===== src/rtl/reg_bus_sequencer_if.sv =====
// Command, response and register-bank bus signals of the reg_bus_sequencer.
// Handshakes: a cmd or rsp transfer happens at a rising edge where valid && ready are both 1;
// the sender holds its payload and keeps valid high until that edge, and ready may depend on state only.
interface reg_bus_sequencer_if;
  logic        cmd_valid;
  logic        cmd_ready;
  logic        cmd_write;
  logic [17:0] cmd_addr;
  logic [31:0] cmd_wdata;
  logic [3:0]  cmd_len;
  logic        rsp_valid;
  logic        rsp_ready;
  logic [31:0] rsp_data;
  logic        rsp_last;
  logic [17:0] bus_addr;
  logic [31:0] bus_wdata;
  logic [31:0] bus_rdata;
  logic        bus_ceb;
  logic        bus_web;
  logic        bus_reb;
  logic        bus_oeb;
  logic        busy;

  modport master (
    input  cmd_valid, cmd_write, cmd_addr, cmd_wdata, cmd_len, rsp_ready, bus_rdata,
    output cmd_ready, rsp_valid, rsp_data, rsp_last,
    output bus_addr, bus_wdata, bus_ceb, bus_web, bus_reb, bus_oeb, busy
  );

  modport slave (
    output cmd_valid, cmd_write, cmd_addr, cmd_wdata, cmd_len, rsp_ready, bus_rdata,
    input  cmd_ready, rsp_valid, rsp_data, rsp_last,
    input  bus_addr, bus_wdata, bus_ceb, bus_web, bus_reb, bus_oeb, busy
  );
endinterface


===== src/rtl/reg_bus_sequencer.sv =====
// Turns single-word write and incrementing read-burst commands into strobed
// register-bank bus cycles and returns read words on a backpressured response channel.
module reg_bus_sequencer #(
  parameter int RD_LATENCY = 1
) (
  input  logic                clk,
  input  logic                rst,
  reg_bus_sequencer_if.master bus,
  output logic [1:0]          fsm_state
);

  localparam logic [1:0] IDLE    = 2'd0;
  localparam logic [1:0] WR      = 2'd1;
  localparam logic [1:0] RD_ADDR = 2'd2;
  localparam logic [1:0] RD_RESP = 2'd3;

  localparam logic [2:0] LAT = 3'(RD_LATENCY);

  logic [1:0] state;
  logic [3:0] remaining;
  logic [2:0] wait_cnt;
  logic       accept;

  assign bus.cmd_ready = (state == IDLE);
  assign accept        = bus.cmd_valid && bus.cmd_ready;
  assign fsm_state     = state;

  // Strobes are registered alongside the state so they change on the same edge as the FSM.
  always_ff @(posedge clk or posedge rst) begin
    if (rst) begin
      state         <= IDLE;
      remaining     <= 4'd0;
      wait_cnt      <= 3'd0;
      bus.busy      <= 1'b0;
      bus.rsp_valid <= 1'b0;
      bus.rsp_data  <= 32'd0;
      bus.rsp_last  <= 1'b0;
      bus.bus_addr  <= 18'd0;
      bus.bus_wdata <= 32'd0;
      bus.bus_ceb   <= 1'b1;
      bus.bus_web   <= 1'b1;
      bus.bus_reb   <= 1'b1;
      bus.bus_oeb   <= 1'b1;
    end else begin
      case (state)
        IDLE: begin
          if (accept) begin
            bus.bus_addr <= bus.cmd_addr;
            bus.busy     <= 1'b1;
            bus.bus_ceb  <= 1'b0;
            if (bus.cmd_write) begin
              bus.bus_wdata <= bus.cmd_wdata;
              bus.bus_web   <= 1'b0;
              state         <= WR;
            end else begin
              remaining   <= bus.cmd_len;
              wait_cnt    <= 3'd0;
              bus.bus_reb <= 1'b0;
              bus.bus_oeb <= 1'b0;
              state       <= RD_ADDR;
            end
          end
        end

        WR: begin
          bus.bus_ceb <= 1'b1;
          bus.bus_web <= 1'b1;
          bus.busy    <= 1'b0;
          state       <= IDLE;
        end

        RD_ADDR: begin
          // The bank's registered output is valid in the cycle where the counter reaches LAT.
          if (wait_cnt == LAT) begin
            bus.rsp_data  <= bus.bus_rdata;
            bus.rsp_valid <= 1'b1;
            bus.rsp_last  <= (remaining == 4'd0);
            bus.bus_ceb   <= 1'b1;
            bus.bus_reb   <= 1'b1;
            bus.bus_oeb   <= 1'b1;
            state         <= RD_RESP;
          end else begin
            wait_cnt <= wait_cnt + 3'd1;
          end
        end

        RD_RESP: begin
          if (bus.rsp_ready) begin
            bus.rsp_valid <= 1'b0;
            if (remaining == 4'd0) begin
              bus.busy <= 1'b0;
              state    <= IDLE;
            end else begin
              bus.bus_addr <= bus.bus_addr + 18'd1;
              remaining    <= remaining - 4'd1;
              wait_cnt     <= 3'd0;
              bus.bus_ceb  <= 1'b0;
              bus.bus_reb  <= 1'b0;
              bus.bus_oeb  <= 1'b0;
              state        <= RD_ADDR;
            end
          end
        end

        default: state <= IDLE;
      endcase
    end
  end

endmodule


===== src/flat_wrapper.sv =====
// flat-port wrapper written by rule: the top's interface ports become plain ports
module reg_bus_sequencer_flat 
#(
  parameter int RD_LATENCY = 1
)
  (clk, rst, fsm_state, bus_cmd_valid, bus_cmd_write, bus_cmd_addr, bus_cmd_wdata, bus_cmd_len, bus_rsp_ready, bus_bus_rdata, bus_cmd_ready, bus_rsp_valid, bus_rsp_data, bus_rsp_last, bus_bus_addr, bus_bus_wdata, bus_bus_ceb, bus_bus_web, bus_bus_reb, bus_bus_oeb, bus_busy);
  reg_bus_sequencer_if bus_i ();
  input  logic clk;
  input  logic rst;
  output logic [1:0] fsm_state;
  input wire logic [$bits(bus_i.cmd_valid)-1:0] bus_cmd_valid;
  input wire logic [$bits(bus_i.cmd_write)-1:0] bus_cmd_write;
  input wire logic [$bits(bus_i.cmd_addr)-1:0] bus_cmd_addr;
  input wire logic [$bits(bus_i.cmd_wdata)-1:0] bus_cmd_wdata;
  input wire logic [$bits(bus_i.cmd_len)-1:0] bus_cmd_len;
  input wire logic [$bits(bus_i.rsp_ready)-1:0] bus_rsp_ready;
  input wire logic [$bits(bus_i.bus_rdata)-1:0] bus_bus_rdata;
  output wire logic [$bits(bus_i.cmd_ready)-1:0] bus_cmd_ready;
  output wire logic [$bits(bus_i.rsp_valid)-1:0] bus_rsp_valid;
  output wire logic [$bits(bus_i.rsp_data)-1:0] bus_rsp_data;
  output wire logic [$bits(bus_i.rsp_last)-1:0] bus_rsp_last;
  output wire logic [$bits(bus_i.bus_addr)-1:0] bus_bus_addr;
  output wire logic [$bits(bus_i.bus_wdata)-1:0] bus_bus_wdata;
  output wire logic [$bits(bus_i.bus_ceb)-1:0] bus_bus_ceb;
  output wire logic [$bits(bus_i.bus_web)-1:0] bus_bus_web;
  output wire logic [$bits(bus_i.bus_reb)-1:0] bus_bus_reb;
  output wire logic [$bits(bus_i.bus_oeb)-1:0] bus_bus_oeb;
  output wire logic [$bits(bus_i.busy)-1:0] bus_busy;
  assign bus_i.cmd_valid = bus_cmd_valid;
  assign bus_i.cmd_write = bus_cmd_write;
  assign bus_i.cmd_addr = bus_cmd_addr;
  assign bus_i.cmd_wdata = bus_cmd_wdata;
  assign bus_i.cmd_len = bus_cmd_len;
  assign bus_i.rsp_ready = bus_rsp_ready;
  assign bus_i.bus_rdata = bus_bus_rdata;
  assign bus_cmd_ready = bus_i.cmd_ready;
  assign bus_rsp_valid = bus_i.rsp_valid;
  assign bus_rsp_data = bus_i.rsp_data;
  assign bus_rsp_last = bus_i.rsp_last;
  assign bus_bus_addr = bus_i.bus_addr;
  assign bus_bus_wdata = bus_i.bus_wdata;
  assign bus_bus_ceb = bus_i.bus_ceb;
  assign bus_bus_web = bus_i.bus_web;
  assign bus_bus_reb = bus_i.bus_reb;
  assign bus_bus_oeb = bus_i.bus_oeb;
  assign bus_busy = bus_i.busy;
  reg_bus_sequencer #(.RD_LATENCY(RD_LATENCY)) u_core (.clk(clk), .rst(rst), .bus(bus_i), .fsm_state(fsm_state));
endmodule

===== config.mk =====
export PLATFORM = sky130hd
export DESIGN_NAME = reg_bus_sequencer_flat
export DESIGN_NICKNAME = d
export VERILOG_FILES = /design/src/rtl/reg_bus_sequencer_if.sv /design/src/rtl/reg_bus_sequencer.sv /design/src/flat_wrapper.sv
export SDC_FILE = /design/constraint.sdc
export NUM_CORES = 1
export LEC_CHECK = 0
export ABC_AREA = 1
export CORE_UTILIZATION = 35
export DETAILED_ROUTE_END_ITERATION = 10
export PLACE_DENSITY = 0.67
export SKIP_LAST_GASP = 1
export SYNTH_ARGS = -nofsm -noshare
export SYNTH_HDL_FRONTEND = slang
export SYNTH_SLANG_ARGS = --single-unit

===== constraint.sdc =====
create_clock -name clk -period 8.53 [get_ports clk]
set_input_delay 1.706 -clock clk [delete_from_list [all_inputs] [get_ports clk]]
set_output_delay 1.706 -clock clk [all_outputs]
set_load 0.01 [all_outputs]

---- Word level (Yosys, flattened, before mapping) ----
Cells that the tools add are included.
word-level totals
  register bits ........................... 97
  memories kept ........................... 0
  word-level logic and storage cells ...... 84
  ROM bits ................................ 0
  input port bits ......................... 91
  memory bits (writable) .................. 0
  output and inout bits ................... 92
  bits in latches ......................... 0
operators by class
  multiplexer cells ....................... 38
  multipliers ............................. 0
  div/mod/pow operators ................... 0
  equal/unequal tests ..................... 12
  bitwise logic cells ..................... 0
  $lt $le $gt $ge ......................... 0
  add/sub/neg operators ................... 3
  reduce and logical (&&, ||, !) cells .... 19
  shifts and indexed selects .............. 0
operators with widths
  operator                 count
  $mux W18                 3
  $pmux W18 S2             1
  $add A18 B1 Y18 const B  1
  $mux W4                  4
  $mux W3                  5
  $mux W1                  12
  $ne A2 B2 Y1 const B     6
  $reduce_and A3 Y1        4
  $reduce_and A4 Y1        3
  $reduce_and A6 Y1        2
  $mux W2                  5
  $pmux W3 S3              1
  $pmux W2 S4              1
  $pmux W4 S2              1
  $pmux W1 S3              2
  $reduce_bool A2 Y1       3
  $reduce_bool A3 Y1       2
  $reduce_and A5 Y1        1
  $eq A2 B2 Y1 const B     2
  $logic_not A4 Y1         1
  $ne A2 B1 Y1 const B     2
  $pmux W1 S2              2
  $pmux W1 S4              1
  $sub A4 B1 Y4 const B    1
  6 further kinds          6

---- Longest topological paths before layout ----
  depth in word-level cells ............... 4
  gate-level depth with buffers ........... 11
  gate-level depth less buffers ........... 11

---- Least setup slack after synthesis ----
No wires, ideal clock.
  path kind ............................... input-to-reg
  start ................................... in bus_cmd_valid
  end ..................................... reg u_core.remaining[3]
  path buffers ............................ 1
  arrival ................................. 2.464 ns
  stages .................................. 8
  library setup time ...................... 0.119 ns
  setup slack ............................. 5.947 ns
  required time ........................... 8.411 ns
  cells stage by stage .................... inv_1 nand2_1 nand2_2 a21oi_2 nand2_4 buf_4 o21ai_1 nand2_1
on the way
  cells in the longest elaborated chain, start to end .. 3
RTL lines
  element                      RTL line                 source
  from (decl)                  flat_wrapper.sv:11       input wire logic [$bits(bus_i.cmd_valid)-1:0] bus_cmd_valid;
  $logic_and A1 B1 Y1          reg_bus_sequencer.sv:25  assign accept = bus.cmd_valid && bus.cmd_ready;
  $ne A2 B2 Y1 (no line)       n/a
  $reduce_and A5 Y1 (no line)  n/a
  to (signal assigned)         reg_bus_sequencer.sv:56  remaining <= bus.cmd_len;
  to (signal assigned)         reg_bus_sequencer.sv:95  remaining <= remaining - 4'd1;
  to (decl)                    reg_bus_sequencer.sv:20  logic [3:0] remaining;
No other way between the ends.
A chain may end at the register's enable or synchronous reset.

---- Final worst setup path ----
  start ................................... in bus_cmd_write
  end ..................................... reg u_core.bus.bus_wdata[23]
on the way
  cells in the longest elaborated chain, start to end .. 1
RTL lines
  element                      RTL line                    source
  from (decl)                  flat_wrapper.sv:12          input wire logic [$bits(bus_i.cmd_write)-1:0] bus_cmd_write;
  $reduce_and A3 Y1 (no line)  n/a
  to (signal assigned)         reg_bus_sequencer.sv:52     bus.bus_wdata <= bus.cmd_wdata;
  to (decl)                    reg_bus_sequencer_if.sv:27  output bus_addr, bus_wdata, bus_ceb, bus_web, bus_reb, bus_oeb, busy
No other way between the ends.

==> impl_metrics.ini <==
[yosys]
synth.ff_latch_count = 97
syn-mean-instance-area_um2 = 7.72
synth_cell_type_count = 32
syn_nets = 699
yosys_warnings = 0
synthesis.area_um2 = 4620
synth_seq_area_share = 0.526
syn_inst = 599

[clock_tree]
cts_tree = done
cts.sinks = 97
holdBufCountCts = 0
insertion_delay_ns = 0.34
cts-htree-levels = 3
root_buffer = clkbuf_16
post_cts.repair.setup_buffers = 0
cts.clk_slew.worst_paths_ns = 0.07
cts_buffer_depth = 2
cts_buffers = 9
post_cts_resized = 0

[finish]
final_common_cell = nand2_1
drive_gt1_frac = 0.0578
mostFrequentLayoutCells = nand2_1, clkdlybuf4s50_1, dfrtp_1
fill_cells = 1228
fin_util = 0.541
antenna_cells = 0
nNetsFinal = 874
area_growth_pct = 48.9

[power_and_ir_drop]
peakVddDrop_mv = 0.134
p_seq_frac = 0.342
power-per-cell-area_nw_per_um2 = 365
p_leak_nw = 3.34
pwr-share-comb = 0.489
internal-power_mw = 1.53
swShare = 0.393
clockPowerShare = 0.169
p_switching_mw = 0.987

[hold_path]
hold_depth = 2
hold_class = flop to flop

[sta]
setup_viol_count_final = 0
rsz0062_at_grt = false
finalSetupTns_ns = 0
hold_ws_ns = 0.462
worst_pin_slew_ns = 1.22
hold_viol_final = 0
slew_headroom = 0.183
fin_crit_ns = 3.78
timing.fmax_ghz = 0.265
period_share = 0.443
fin_skew_ns = 0.00981
slew_viol_final = 0

[detailed_routing]
drcViolationCount = 0
vias_per_cell = 4.59
drtPass1Iterations = 4
wl_mm = 12.5
dr_total_vias = 4362
wl_per_cell_um = 13.1
drtIter0Drc = 301
drtAntennaViolNets = 0

[placed_design]
numPortBuffers = 182
dpl.hpwl_mm = 9.05
place_congestion = 0.804

[setup_path]
slowest_delay_ns = 0.94
path_max_fanout = 34
critical_path.endpoint_type = flop
crit_slowest_cell = nor2_2
cp.arrival_ns = 4.01
rr_worst_depth = 7
crit_top_cell = nand2_1
timing_worst_setup_path_type = input port to flop
worstSetupStartpointType = input port
crit_required_ns = 8.76
path_cells = clkdlybuf4s50_1, nand2_1, nor2_2, inv_2, nand2_1, nand2_1

[die]
io_pins = 183
row_count = 41
core-area_um2 = 12700
start_util = 0.363
dieArea_um2 = 13700
die-width_um = 117
die_h_um = 117

[global_routing]
grt_overflow = 0
grt_max_degree = 64
antenna_found_initial = 0
grt_first_pass_wirelength_mm = 19.7
track_usage = 0.187
grt_pass1_vias = 4052

[outcome]
outcome = completed

[run]
timing.max_cap.violations = 0
==> layout make-up <==
type / count / area [um^2] / area share
tap: 172 / 215 / 0.0313
inverter: 42 / 160 / 0.0233
multi-input combinational: 439 / 1920 / 0.279
sequential: 97 / 2430 / 0.353
clock buffer: 10 / 239 / 0.0347
timing repair buffer: 185 / 1840 / 0.268
clock inverter: 6 / 75.1 / 0.0109
==> logic make-up after synthesis <==
kind of cell               share of synthesized area
buffers and inverters                         0.0590
xor gates and xnor gates                     0.00947
AOI/OAI and AO/OA                             0.0523
adders and majority gates                     0.0244
and+or+nand+nor                                0.329
DFF                                            0.526
==> metrics by stage <==
stage / instance area (um^2) / setup WS (ns) / total power, mW / instances
2_1_floorplan: 4620 / 4.30 / 1.49 / 599
3_3_place_gp: 6570 / 4.46 / 2.06 / 935
3_5_place_dp: 6570 / 4.36 / 2.10 / 935
4_1_cts: 6880 / 4.73 / 2.54 / 951
5_1_grt: 6880 / 4.51 / 2.72 / 951
6_report: 6880 / 4.75 / 2.51 / 951
==> worst max-delay path, delay by kind of cell <==
kind	cells	cell delay, ns
buffers and inverters	2	0.99
and+or+nand+nor	4	1.30
==> synthesized netlist by cell type, drive strengths merged <==
cell type,count,share of area
nand3b,2,0.0032
xnor2,1,0.0019
o21a,1,0.0016
nor2,59,0.052
ha,9,0.024
buf,18,0.022
o211ai,1,0.0016
o21ai,32,0.035
a22oi,1,0.0016
nand3,21,0.023
a21oi,7,0.0084
and2,1,0.0014
dfstp,3,0.017
o31ai,1,0.0016
or2,4,0.0054
dfrtp,94,0.51
nand4,2,0.0027
clkbuf,3,0.0024
a31oi,2,0.0027
xor2,4,0.0076
nand2,290,0.24
inv,42,0.034
nor3,1,0.0035
==> flip-flops by register name, indices dropped and copies added (netlist names), 2 cells and up <==
name                  cells
u_core.wait_cnt           3
u_core.bus.bus_addr      18
u_core.fsm_state          2
u_core.bus.bus_wdata     32
u_core.bus.rsp_data      32
u_core.remaining          4
==> routing by layer <==
layer	GRT usage	up-vias	routed length [um]
met1	0.241	2026	5550
li1	-	2184	-
met5	0	-	0
met3	0.0391	14	866
met2	0.311	138	5870
met4	0.0717	0	200
==> power by group through the flow <==
stage	sequential (mW)	combinational (mW)	clock, mW
after floorplan	0.934	0.554	0
after global placement	0.859	1.20	0
after detailed placement	0.864	1.24	0
after CTS	0.860	1.24	0.434
after global routing	0.892	1.37	0.455
final	0.859	1.23	0.425
==> worst paths after layout <==
check	slack [ns]	startpoint	endpoint
worst min-delay path	0.46	u_core.bus.bus_ceb$_DFFE_PP1P_	u_core.bus.bus_ceb$_DFFE_PP1P_
worst min register to register	0.46	u_core.bus.bus_ceb$_DFFE_PP1P_	u_core.bus.bus_ceb$_DFFE_PP1P_
max in group asynchronous	5.66	rst	u_core.bus.rsp_data[12]$_DFFE_PP0P_
worst max-delay path	4.75	bus_cmd_write	u_core.bus.bus_wdata[23]$_DFFE_PP0P_
worst max register to register	5.58	u_core.fsm_state[0]$_DFFE_PP0P_	u_core.bus.bus_wdata[23]$_DFFE_PP0P_
min in group asynchronous	1.71	rst	u_core.bus.rsp_data[4]$_DFFE_PP0P_
Note: power is estimated with default switching activity, not from simulation.
